--- src/rtl/bus_master_bridge.sv ---
// bus_master_bridge: single master of the register bus.
// Turns a host valid/ready command stream into one-cycle rd/wr request pulses
// on the bus_in bundle. It waits for the matching registered ack from the
// OR-combined bus_out bundle, or times out on unmapped addresses, then returns
// one response carrying read data and an error flag.
// Bundle field positions are parameters. Their defaults describe the shared
// bus layout, so slaves and master agree on it.
module bus_master_bridge #(
  parameter int unsigned TIMEOUT           = 64,
  parameter int unsigned BUS_ADDR_WIDTH    = 16,
  parameter int unsigned BUS_DATA_WIDTH    = 32,
  // bus_in layout (master -> slaves)
  parameter int unsigned BUS_FIELD_CLK     = 0,
  parameter int unsigned BUS_FIELD_RESET_L = 1,
  parameter int unsigned BUS_FIELD_RD_REQ  = 2,
  parameter int unsigned BUS_FIELD_WR_REQ  = 3,
  parameter int unsigned BUS_FIELD_ADDR    = 4,
  parameter int unsigned BUS_FIELD_WR_DATA = BUS_FIELD_ADDR + BUS_ADDR_WIDTH,
  parameter int unsigned BUS_IN_WIDTH      = BUS_FIELD_WR_DATA + BUS_DATA_WIDTH,
  // bus_out layout (OR of all slaves -> master)
  parameter int unsigned BUS_FIELD_RD_ACK  = 0,
  parameter int unsigned BUS_FIELD_WR_ACK  = 1,
  parameter int unsigned BUS_FIELD_IRQ     = 2,
  parameter int unsigned BUS_FIELD_RD_DATA = 3,
  parameter int unsigned BUS_OUT_WIDTH     = BUS_FIELD_RD_DATA + BUS_DATA_WIDTH
) (
  input  logic                      bus_clk,
  input  logic                      bus_reset_l,
  input  logic                      cmd_valid,
  output logic                      cmd_ready,
  input  logic                      cmd_wr,
  input  logic [BUS_ADDR_WIDTH-1:0] cmd_addr,
  input  logic [BUS_DATA_WIDTH-1:0] cmd_wr_data,
  output logic                      rsp_valid,
  input  logic                      rsp_ready,
  output logic [BUS_DATA_WIDTH-1:0] rsp_rd_data,
  output logic                      rsp_err,
  output logic                      irq,
  output logic [BUS_IN_WIDTH-1:0]   bus_in,
  input  logic [BUS_OUT_WIDTH-1:0]  bus_out
);

  // Last WAIT index before giving up; the counter never goes past it.
  localparam logic [15:0] TIMEOUT_LAST = 16'(TIMEOUT - 1);

  typedef enum logic [1:0] {
    ST_IDLE,
    ST_REQ,
    ST_WAIT,
    ST_RESP
  } state_t;

  state_t                    state_reg;
  logic                      is_wr_reg;
  logic                      bus_rd_req_reg;
  logic                      bus_wr_req_reg;
  logic [BUS_ADDR_WIDTH-1:0] bus_addr_reg;
  logic [BUS_DATA_WIDTH-1:0] bus_wr_data_reg;
  logic                      rsp_valid_reg;
  logic                      rsp_err_reg;
  logic [BUS_DATA_WIDTH-1:0] rsp_rd_data_reg;
  logic                      irq_reg;
  logic [15:0]               wait_cnt_reg;
  logic                      ack_match;

  // Only the ack that matches the outstanding direction completes a transaction.
  assign ack_match = is_wr_reg ? bus_out[BUS_FIELD_WR_ACK] : bus_out[BUS_FIELD_RD_ACK];

  assign cmd_ready   = (state_reg == ST_IDLE);
  assign rsp_valid   = rsp_valid_reg;
  assign rsp_err     = rsp_err_reg;
  assign rsp_rd_data = rsp_rd_data_reg;
  assign irq         = irq_reg;

  // Build the bus_in bundle; clock and reset pass straight through unregistered.
  always_comb begin
    bus_in                                        = '0;
    bus_in[BUS_FIELD_CLK]                         = bus_clk;
    bus_in[BUS_FIELD_RESET_L]                     = bus_reset_l;
    bus_in[BUS_FIELD_RD_REQ]                      = bus_rd_req_reg;
    bus_in[BUS_FIELD_WR_REQ]                      = bus_wr_req_reg;
    bus_in[BUS_FIELD_ADDR +: BUS_ADDR_WIDTH]      = bus_addr_reg;
    bus_in[BUS_FIELD_WR_DATA +: BUS_DATA_WIDTH]   = bus_wr_data_reg;
  end

  // Transaction FSM: every bus and response output is a register updated here.
  always_ff @(posedge bus_clk) begin
    if (!bus_reset_l) begin
      state_reg       <= ST_IDLE;
      is_wr_reg       <= 1'b0;
      bus_rd_req_reg  <= 1'b0;
      bus_wr_req_reg  <= 1'b0;
      bus_addr_reg    <= '0;
      bus_wr_data_reg <= '0;
      rsp_valid_reg   <= 1'b0;
      rsp_err_reg     <= 1'b0;
      rsp_rd_data_reg <= '0;
      irq_reg         <= 1'b0;
      wait_cnt_reg    <= '0;
    end else begin
      irq_reg <= bus_out[BUS_FIELD_IRQ];
      case (state_reg)
        ST_IDLE: begin
          if (cmd_valid) begin
            bus_addr_reg    <= cmd_addr;
            bus_wr_data_reg <= cmd_wr ? cmd_wr_data : '0;
            is_wr_reg       <= cmd_wr;
            // Request pulses rise here so they are high for the whole REQ cycle.
            bus_wr_req_reg  <= cmd_wr;
            bus_rd_req_reg  <= !cmd_wr;
            state_reg       <= ST_REQ;
          end
        end
        ST_REQ: begin
          // Acks during REQ cannot belong to this request (slaves register them).
          bus_wr_req_reg <= 1'b0;
          bus_rd_req_reg <= 1'b0;
          wait_cnt_reg   <= '0;
          state_reg      <= ST_WAIT;
        end
        ST_WAIT: begin
          if (ack_match) begin
            // Ack beats a coincident timeout.
            rsp_rd_data_reg <= is_wr_reg ? '0 : bus_out[BUS_FIELD_RD_DATA +: BUS_DATA_WIDTH];
            rsp_err_reg     <= 1'b0;
            rsp_valid_reg   <= 1'b1;
            state_reg       <= ST_RESP;
          end else if (wait_cnt_reg == TIMEOUT_LAST) begin
            rsp_rd_data_reg <= '0;
            rsp_err_reg     <= 1'b1;
            rsp_valid_reg   <= 1'b1;
            state_reg       <= ST_RESP;
          end else begin
            wait_cnt_reg <= wait_cnt_reg + 16'd1;
          end
        end
        ST_RESP: begin
          if (rsp_ready) begin
            rsp_valid_reg   <= 1'b0;
            bus_addr_reg    <= '0;
            bus_wr_data_reg <= '0;
            state_reg       <= ST_IDLE;
          end
        end
        default: state_reg <= ST_IDLE;
      endcase
    end
  end

endmodule

--- config.mk ---
export PLATFORM = sky130hd
export DESIGN_NAME = bus_master_bridge
export DESIGN_NICKNAME = d
export VERILOG_FILES = /design/src/rtl/bus_master_bridge.sv
export SDC_FILE = /design/constraint.sdc
export NUM_CORES = 1
export LEC_CHECK = 0
export BUFFER_PORTS_ARGS = -buffer_cell sky130_fd_sc_hd__buf_2
export CORE_MARGIN = 3
export CORE_UTILIZATION = 33
export DETAILED_ROUTE_END_ITERATION = 7
export HOLD_SLACK_MARGIN = 0.05
export SYNTH_ARGS = -nofsm -noshare
export SYNTH_HDL_FRONTEND = slang
export SYNTH_SLANG_ARGS = --single-unit
--- constraint.sdc ---
create_clock -name bus_clk -period 2.25 [get_ports bus_clk]
set_clock_uncertainty 0.1 [all_clocks]
set_input_delay 0.3375 -clock bus_clk [delete_from_list [all_inputs] [get_ports bus_clk]]
set_output_delay 0.3375 -clock bus_clk [all_outputs]
set_load 0.005 [all_outputs]
==> results of run 1 <==
-- cells by family (layout without fill, tap and decap cells) --
| kind of cell | Yosys count | count (layout) | share of synthesized area |
|---|---|---|---|
| AO/OA/AOI/OAI | 91 | 91 | 0.1386 |
| buffers and inverters | 45 | 293 | 0.05336 |
| flip-flops | 104 | 104 | 0.4649 |
| multiplexers | 40 | 40 | 0.09248 |
| AND/OR/NAND/NOR | 218 | 218 | 0.2367 |
| adder cells (fa/ha/maj) | 5 | 5 | 0.01397 |
-- worst max-delay path, cell delays in order (launching register included) --
cell	delay (ns)
dfxtp_1	0.37
inv_1	0.10
ha_1	0.28
buf_4	0.18
o211ai_4	0.48
buf_12	0.25
a22oi_1	0.11
nor2_1	0.11
-- report_power, final --
group | leakage [nW] | internal (mW) | switching (mW)
clock | 0.199 | 1.26 | 0.764
combinational | 2.06 | 0.845 | 1.16
sequential | 0.844 | 2.09 | 0.141
total | 3.10 | 4.19 | 2.07
-- cell usage after synthesis (4+ instances only) --
cell / instances
nand2_1: 107
dfxtp_1: 104
nand3_1: 45
a21oi_1: 43
mux2i_1: 38
nor2_1: 24
clkbuf_1: 18
a22oi_1: 17
buf_4: 8
o211ai_1: 7
nand2b_1: 6
buf_1: 5
ha_1: 5
nand4_1: 5
buf_2: 4
inv_1: 4
or4_1: 4
-- cell usage in the layout, fill, tap and decap left out, types with 2 or more instances in the layout --
cell type      Yosys  final
a21o_1             3      3
a21oi_1           43     43
a22oi_1           17     17
a311oi_1           3      3
a31oi_1            2      2
and3_1             3      3
and4_1             2      2
buf_12             0      2
buf_2              4    175
buf_4              8     12
bufinv_16          0      2
clkbuf_16          0     12
dfxtp_1          104    104
dlygate4sd3_1      0     80
ha_1               5      5
inv_1              4      4
mux2i_1           38     38
nand2_1          107    107
nand2b_1           6      6
nand3_1           45     45
nand4_1            5      5
nand4_2            2      2
nor2_1            24     23
nor3_1             3      3
nor4_1             3      3
nor4_4             2      2
o2111ai_1          3      3
o211ai_1           7      7
o211ai_4           1      2
o31ai_1            2      2
or2b_2             2      2
or3_1              2      2
or4_1              4      4
-- layer usage --
metal / GRT usage / wire length, um
met1: 0.2175 / 5760
met4: 0.09027 / 416
met5: 0 / 0
met3: 0.05253 / 1057
met2: 0.2989 / 6562
-- layout make-up --
class | instances | area [um2]
Fill cell | 1184 | 6222
Multi-Input combinational cell | 354 | 2177
Sequential cell | 104 | 2082
Timing Repair Buffer | 268 | 1802
Clock buffer | 15 | 322.8
Tap cell | 172 | 215.2
Clock inverter | 5 | 87.58
Inverter | 5 | 18.77
-- how the worst max path moves through the flow --
stage                              startpoint                               end  slack, ns  cells after the start
finish              state_reg[0]$_SDFFE_PN0P_     bus_addr_reg[13]$_SDFFE_PN0P_       0.20                      7
global route        state_reg[0]$_SDFFE_PN0P_     bus_addr_reg[13]$_SDFFE_PN0P_     0.0003                      7
CTS                 state_reg[0]$_SDFFE_PN0P_      bus_addr_reg[0]$_SDFFE_PN0P_      0.005                      6
detailed placement  state_reg[0]$_SDFFE_PN0P_      bus_addr_reg[0]$_SDFFE_PN0P_       0.03                      6
global placement    state_reg[0]$_SDFFE_PN0P_      bus_addr_reg[9]$_SDFFE_PN0P_       0.19                      6
floorplan           state_reg[0]$_SDFFE_PN0P_  bus_wr_data_reg[14]$_SDFFE_PN0P_       0.45                      7
-- timing repair --
action | 4_1_cts | 5_1_grt
hold endpoints to repair | 80 | 0
gates resized for setup | 0 | 1
endpoints found under the setup margin | 0 | 16
hold buffers | 80 | 0
==> key figures, run 1 <==
Die
  – Width of the die: 122.5 um
  – Die extent in y: 122.5 um
  – Starting density of the core: 0.3464
  – Total Die Area: 15000 um2
  – Area of the core: 12930 um2
  – Number of placed I/O pins: 176
  – Number of rows created at floorplan: 41

Cells and area
  – Synthesis-to-layout area growth: 49.73%
  – Finished layout cell area: 6705 um2
  – Number of non-filler instances in the completed layout: 923
  – Fraction of final layout cells with drive strength greater than 1: 0.3036
  – Number of antenna diodes: 0
  – Number of nets in the final layout: 839
  – Final cell utilization of the core: 0.5187

Global routing
  – Number of global-route vias before repair: 4710
  – Global route overflow: 0
  – Initial antenna violation count: 0
  – Total Routing Usage GR: 0.1820
  – First-pass GRT wire length: 22080 um
  – Pin count of the biggest net entering global routing: 36

Yosys
  – Library cell occupying the most area in the post-synthesis netlist: dfxtp_1
  – Dominant cells by area after synthesis: dfxtp_1 46%, nand2_1 9.0%, mux2i_1 8.5%
  – YS warnings: 0
  – Number of different library cells in the post-synthesis netlist: 54
  – Number of flops mapped to enable cells by yosys: 0
  – Post-synthesis sequential element count: 104
  – Async S/R FF share, synth: 0
  – Synthesized Nets: 596
  – Yosys top cell area share: 0.4649
  – Dominant synthesized flop cell: dfxtp_1
  – Syn Inst Count: 503
  – Syn avg cell area: 8.903 um2
  – Cell Area, Synth: 4478 um2
  – Fraction of the yosys area taken by sequential cells: 0.4649

Pwr
  – Peak ir drop on the vdd network: 490.4 uV
  – Total power: 6.258 mW
  – Leakage power: 3.103 nW
  – Total power density per cell area: 933.3 nW/um2

Timing
  – Worst hold slack across all endpoints: 0.05651 ns
  – Final Critical Period: 2.053 ns
  – Final number of setup-violating endpoints: 0
  – Unrepaired setup endpoints after global routing: false
  – Final setup TNS: 0 ns
  – Hold Vio Cnt, Final: 0
  – Setup slack of the critical path after layout: 0.1966 ns
  – Transition time at the pin with the least slew margin: 0.6821 ns
  – Fin. max-slew vios: 0
  – Upper clock frequency limit: 487.0 MHz
  – Final worst path period share: 0.9126
  – Max_slew headroom: 0.5448

Run
  – Number of max-cap violations: 0

Placement
  – Routability congestion estimate from global placement: 0.8400
  – Post-DP Area: 5497 um2
  – DP Worst Slack: 0.03343 ns
  – Placed Cells: 824
  – Placed wire-length estimate after detailed placement: 8677 um
  – Number of buffer cells added on primary ports: 175

Route
  – 1st-pass router iterations: 5
  – Remaining design rule violation count: 0
  – Detailed router's first-iteration violation count: 243
  – Vias post-DR: 4596
  – Post-DRT Antenna Nets: 0
  – Via count normalized by instance count: 4.979
  – Routed Wire Length: 13800 um
  – Routed length per instance: 14.95 um

Critical path
  – Startpoint types: register
  – Worst R2R Setup Slack: 0.20 ns
  – Worst endpoint required time: 2.55 ns
  – R2R depth: 7
  – Start of the worst register-to-register path: state_reg[0]$_SDFFE_PN0P_
  – Worst Setup End Kind: register
  – Crit-path max FO: 29
  – Critical Setup Path Class: reg -> reg
  – Worst reg2reg endpoint: bus_addr_reg[13]$_SDFFE_PN0P_
  – Data arrival time at the worst-slack endpoint: 2.36 ns

Hold path
  – Hold Path Origin: cmd_addr[0]
  – Class of the tightest hold or removal check: in -> reg
  – Terminating pin of the worst hold path: bus_addr_reg[0]$_SDFFE_PN0P_
  – Hold Path Stages: 3

CTS
  – Clock network latency to the later pin of the worst-skew pair: 0.46 ns
  – Clock tree from TritonCTS: built
  – Post-CTS Setup Inserts: 0
  – Clock transition at the registers of the reported paths: 0.07 ns

Status
  – Outcome: finished, final reports clean
No activity file was read; power rests on OpenSTA's default activity.
==> run 2: changes to the inputs <==
--- a/config.mk
+++ b/config.mk
@@ -7,9 +7,10 @@
 export LEC_CHECK = 0
 export BUFFER_PORTS_ARGS = -buffer_cell sky130_fd_sc_hd__buf_2
 export CORE_MARGIN = 3
-export CORE_UTILIZATION = 33
+export CORE_UTILIZATION = 52
 export DETAILED_ROUTE_END_ITERATION = 7
 export HOLD_SLACK_MARGIN = 0.05
+export PLACE_DENSITY = 0.85
 export SYNTH_ARGS = -nofsm -noshare
 export SYNTH_HDL_FRONTEND = slang
 export SYNTH_SLANG_ARGS = --single-unit
==> constraint.sdc (replaced) <==
create_clock -name bus_clk -period 2.5 [get_ports bus_clk]
set_clock_uncertainty 0.1 [all_clocks]
set_input_delay 0.375 -clock bus_clk [delete_from_list [all_inputs] [get_ports bus_clk]]
set_output_delay 0.375 -clock bus_clk [all_outputs]
set_load 0.005 [all_outputs]
==> run 2 against run 1 <==
  * Wire length fell by 4.0%
  * Combinational power fell by 17%
  * Clock power fell by 44%
  * Setup slack improved by 0.0087 ns
  * Register-to-register slack barely moved
  * Cell area fell by 8.9%
  * Cell count fell by 11%
==> key figures, run 2 (synthesized netlist as in run 1, its figures left out) <==
Status
  – Outcome: finished, final reports clean

Critical path
  – R2R depth: 6
  – Worst reg2reg endpoint: bus_wr_data_reg[0]$_SDFFE_PN0P_
  – CP Cell Sequence: inv_1 -> ha_1 -> or2b_2 -> o211a_2 -> nand3_1 -> a21oi_1
  – Critical path startpoint: state_reg[0]$_SDFFE_PN0P_
  – Crit-path max FO: 32
  – Critical Setup Path Class: reg -> reg
  – Data arrival time at the worst-slack endpoint: 2.58 ns
  – Start of the worst register-to-register path: state_reg[0]$_SDFFE_PN0P_
  – Worst endpoint required time: 2.79 ns
  – Endpoint of the worst setup timing path: bus_wr_data_reg[0]$_SDFFE_PN0P_
  – Worst Setup End Kind: register
  – Startpoint types: register
  – Slowest stage delay, CP: 0.63 ns
  – Highest-delay cell along the critical path: o211a_2
  – Worst R2R Setup Slack: 0.21 ns

Pwr
  – Peak ir drop on the vdd network: 486.7 uV
  – Net Sw Frac: 0.3693
  – Internal power contribution: 3.037 mW
  – Total power density per cell area: 788.3 nW/um2
  – Portion of total power attributed to the clock network: 0.234
  – Portion of total power attributed to combinational logic: 0.348
  – Power share of the sequential group: 0.418
  – Leakage power: 2.872 nW
  – Power spent charging and discharging nets: 1.779 mW

Route
  – Routed Wire Length: 13240 um
  – Vias post-DR: 4579
  – 1st-pass router iterations: 5
  – Routed length per instance: 16.05 um
  – Highest Signal Layer: met4
  – Met3 wire length: 1126 um
  – Remaining design rule violation count: 0
  – Via count normalized by instance count: 5.550
  – DR WL met2: 6426 um
  – Detailed router's first-iteration violation count: 322
  – Post-DRT Antenna Nets: 0
  – M1 WL: 5327 um

Timing
  – Unrepaired setup endpoints after global routing: false
  – Final worst path period share: 0.9179
  – Final Critical Period: 2.295 ns
  – Transition time at the pin with the least slew margin: 0.6776 ns
  – Setup slack of the critical path after layout: 0.2053 ns
  – Fin. max-slew vios: 0
  – Upper clock frequency limit: 435.8 MHz
  – Hold Vio Cnt, Final: 0
  – Final number of setup-violating endpoints: 0
  – Final setup TNS: 0 ns
  – Max_slew headroom: 0.5483

Cells and area
  – Synthesis-to-layout area growth: 36.43%
  – Number of antenna diodes: 0
  – Count of fill cells added during filler insertion: 573
  – Number of nets in the final layout: 808
  – Final cell utilization of the core: 0.7362
  – Fraction of final layout cells with drive strength greater than 1: 0.3111
  – Number of non-filler instances in the completed layout: 825
  – Top library cells by usage in the layout, fill and taps aside: 175 x buf_2, 107 x nand2_1, 104 x dfxtp_1, 53 x dlygate4sd3_1, 45 x nand3_1
  – Most frequent standard cell in the layout excluding fill and tap cells: buf_2

Die
  – Number of rows created at floorplan: 33
  – Die extent in y: 98.80 um
  – Number of placed I/O pins: 176
  – Starting density of the core: 0.5396
  – Total Die Area: 9761 um2
  – Area of the core: 8299 um2
  – Width of the die: 98.80 um

Placement
  – DP Worst Slack: 0.1239 ns
  – Number of buffer cells added on primary ports: 175
  – Routability congestion estimate from global placement: 0.9088
  – Placed Cells: 753
  – Placed wire-length estimate after detailed placement: 8175 um

Global routing
  – Initial antenna violation count: 0
  – Number of global-route vias before repair: 4506
  – Pin count of the biggest net entering global routing: 63
  – Global route overflow: 0
  – First-pass GRT wire length: 21450 um
  – Total Routing Usage GR: 0.2655

CTS
  – Post-CTS Setup Inserts: 0
  – Clock tree from TritonCTS: built
  – Clock transition at the registers of the reported paths: 0.11 ns
  – Clock network latency to the later pin of the worst-skew pair: 0.47 ns

Hold path
  – Class of the tightest hold or removal check: in -> reg

Run
  – Number of max-cap violations: 0
run 2: area by class of cell:
class / count / area, um2 / share of cell area
clock buffer: 14 / 173.9 / 0.02847
clock inverter: 6 / 52.55 / 0.008601
inverter: 5 / 18.77 / 0.003072
multi-input combinational: 354 / 2175 / 0.3559
sequential: 104 / 2082 / 0.3408
tap: 105 / 131.4 / 0.02150
timing repair buffer: 237 / 1476 / 0.2417
run 2: worst min path at each step:
stage               cells after the start                               end                              from  slack [ns]
finish                                  3      bus_addr_reg[0]$_SDFFE_PN0P_                       cmd_addr[0]        0.06
CTS                                     3  bus_wr_data_reg[13]$_SDFFE_PN0P_                   cmd_wr_data[13]        0.05
floorplan                               2   bus_wr_data_reg[0]$_SDFFE_PN0P_   bus_wr_data_reg[0]$_SDFFE_PN0P_        0.35
global placement                        2  bus_wr_data_reg[31]$_SDFFE_PN0P_  bus_wr_data_reg[31]$_SDFFE_PN0P_        0.33
detailed placement                      2   bus_wr_data_reg[4]$_SDFFE_PN0P_   bus_wr_data_reg[4]$_SDFFE_PN0P_        0.34
global route                            3  bus_wr_data_reg[31]$_SDFFE_PN0P_                   cmd_wr_data[31]        0.06
run 2: worst max-delay path, delay by kind of cell, from the launching register on:
| family | cells | cell delay [ns] |
|---|---|---|
| adders and majority gates | 1 | 0.31 |
| and+or+nand+nor | 2 | 0.43 |
| DFF | 1 | 0.38 |
| buffers and inverters | 1 | 0.10 |
| AOI/OAI and AO/OA | 2 | 0.89 |
run 2: power groups by stage:
stage / clock network (mW) / registers (mW) / logic, mW
finish: 1.13 / 2.01 / 1.67
global route: 1.22 / 2.04 / 1.84
CTS: 1.14 / 2.01 / 1.65
detailed placement: 0.0174 / 2.04 / 1.58
global placement: 0.0174 / 2.03 / 1.53
floorplan: 0.0259 / 2.05 / 1.10
run 2: repair_timing:
action / CTS / global route
hold buffers: 50 / 3
setup endpoints to repair: 0 / 32
resized for setup: 0 / 1
hold endpoints to repair: 50 / 3
run 2: routing by layer:
layer | up-vias | global-route usage
met4 | 0 | 0.1166
met2 | 245 | 0.4375
met3 | 36 | 0.06653
li1 | 2189 | -
met5 | - | 0
met1 | 2109 | 0.3287
run 2: per-stage QoR:
stage          cell area (um2)  hold WS, ns  power (mW)
2_1_floorplan             4478       0.3483       3.174
4_1_cts                   6080      0.05072       4.795
3_5_place_dp              5358       0.3439       3.640
3_3_place_gp              5358       0.3343       3.580
5_1_grt                   6110      0.05570       5.098
6_report                  6110      0.05549       4.816
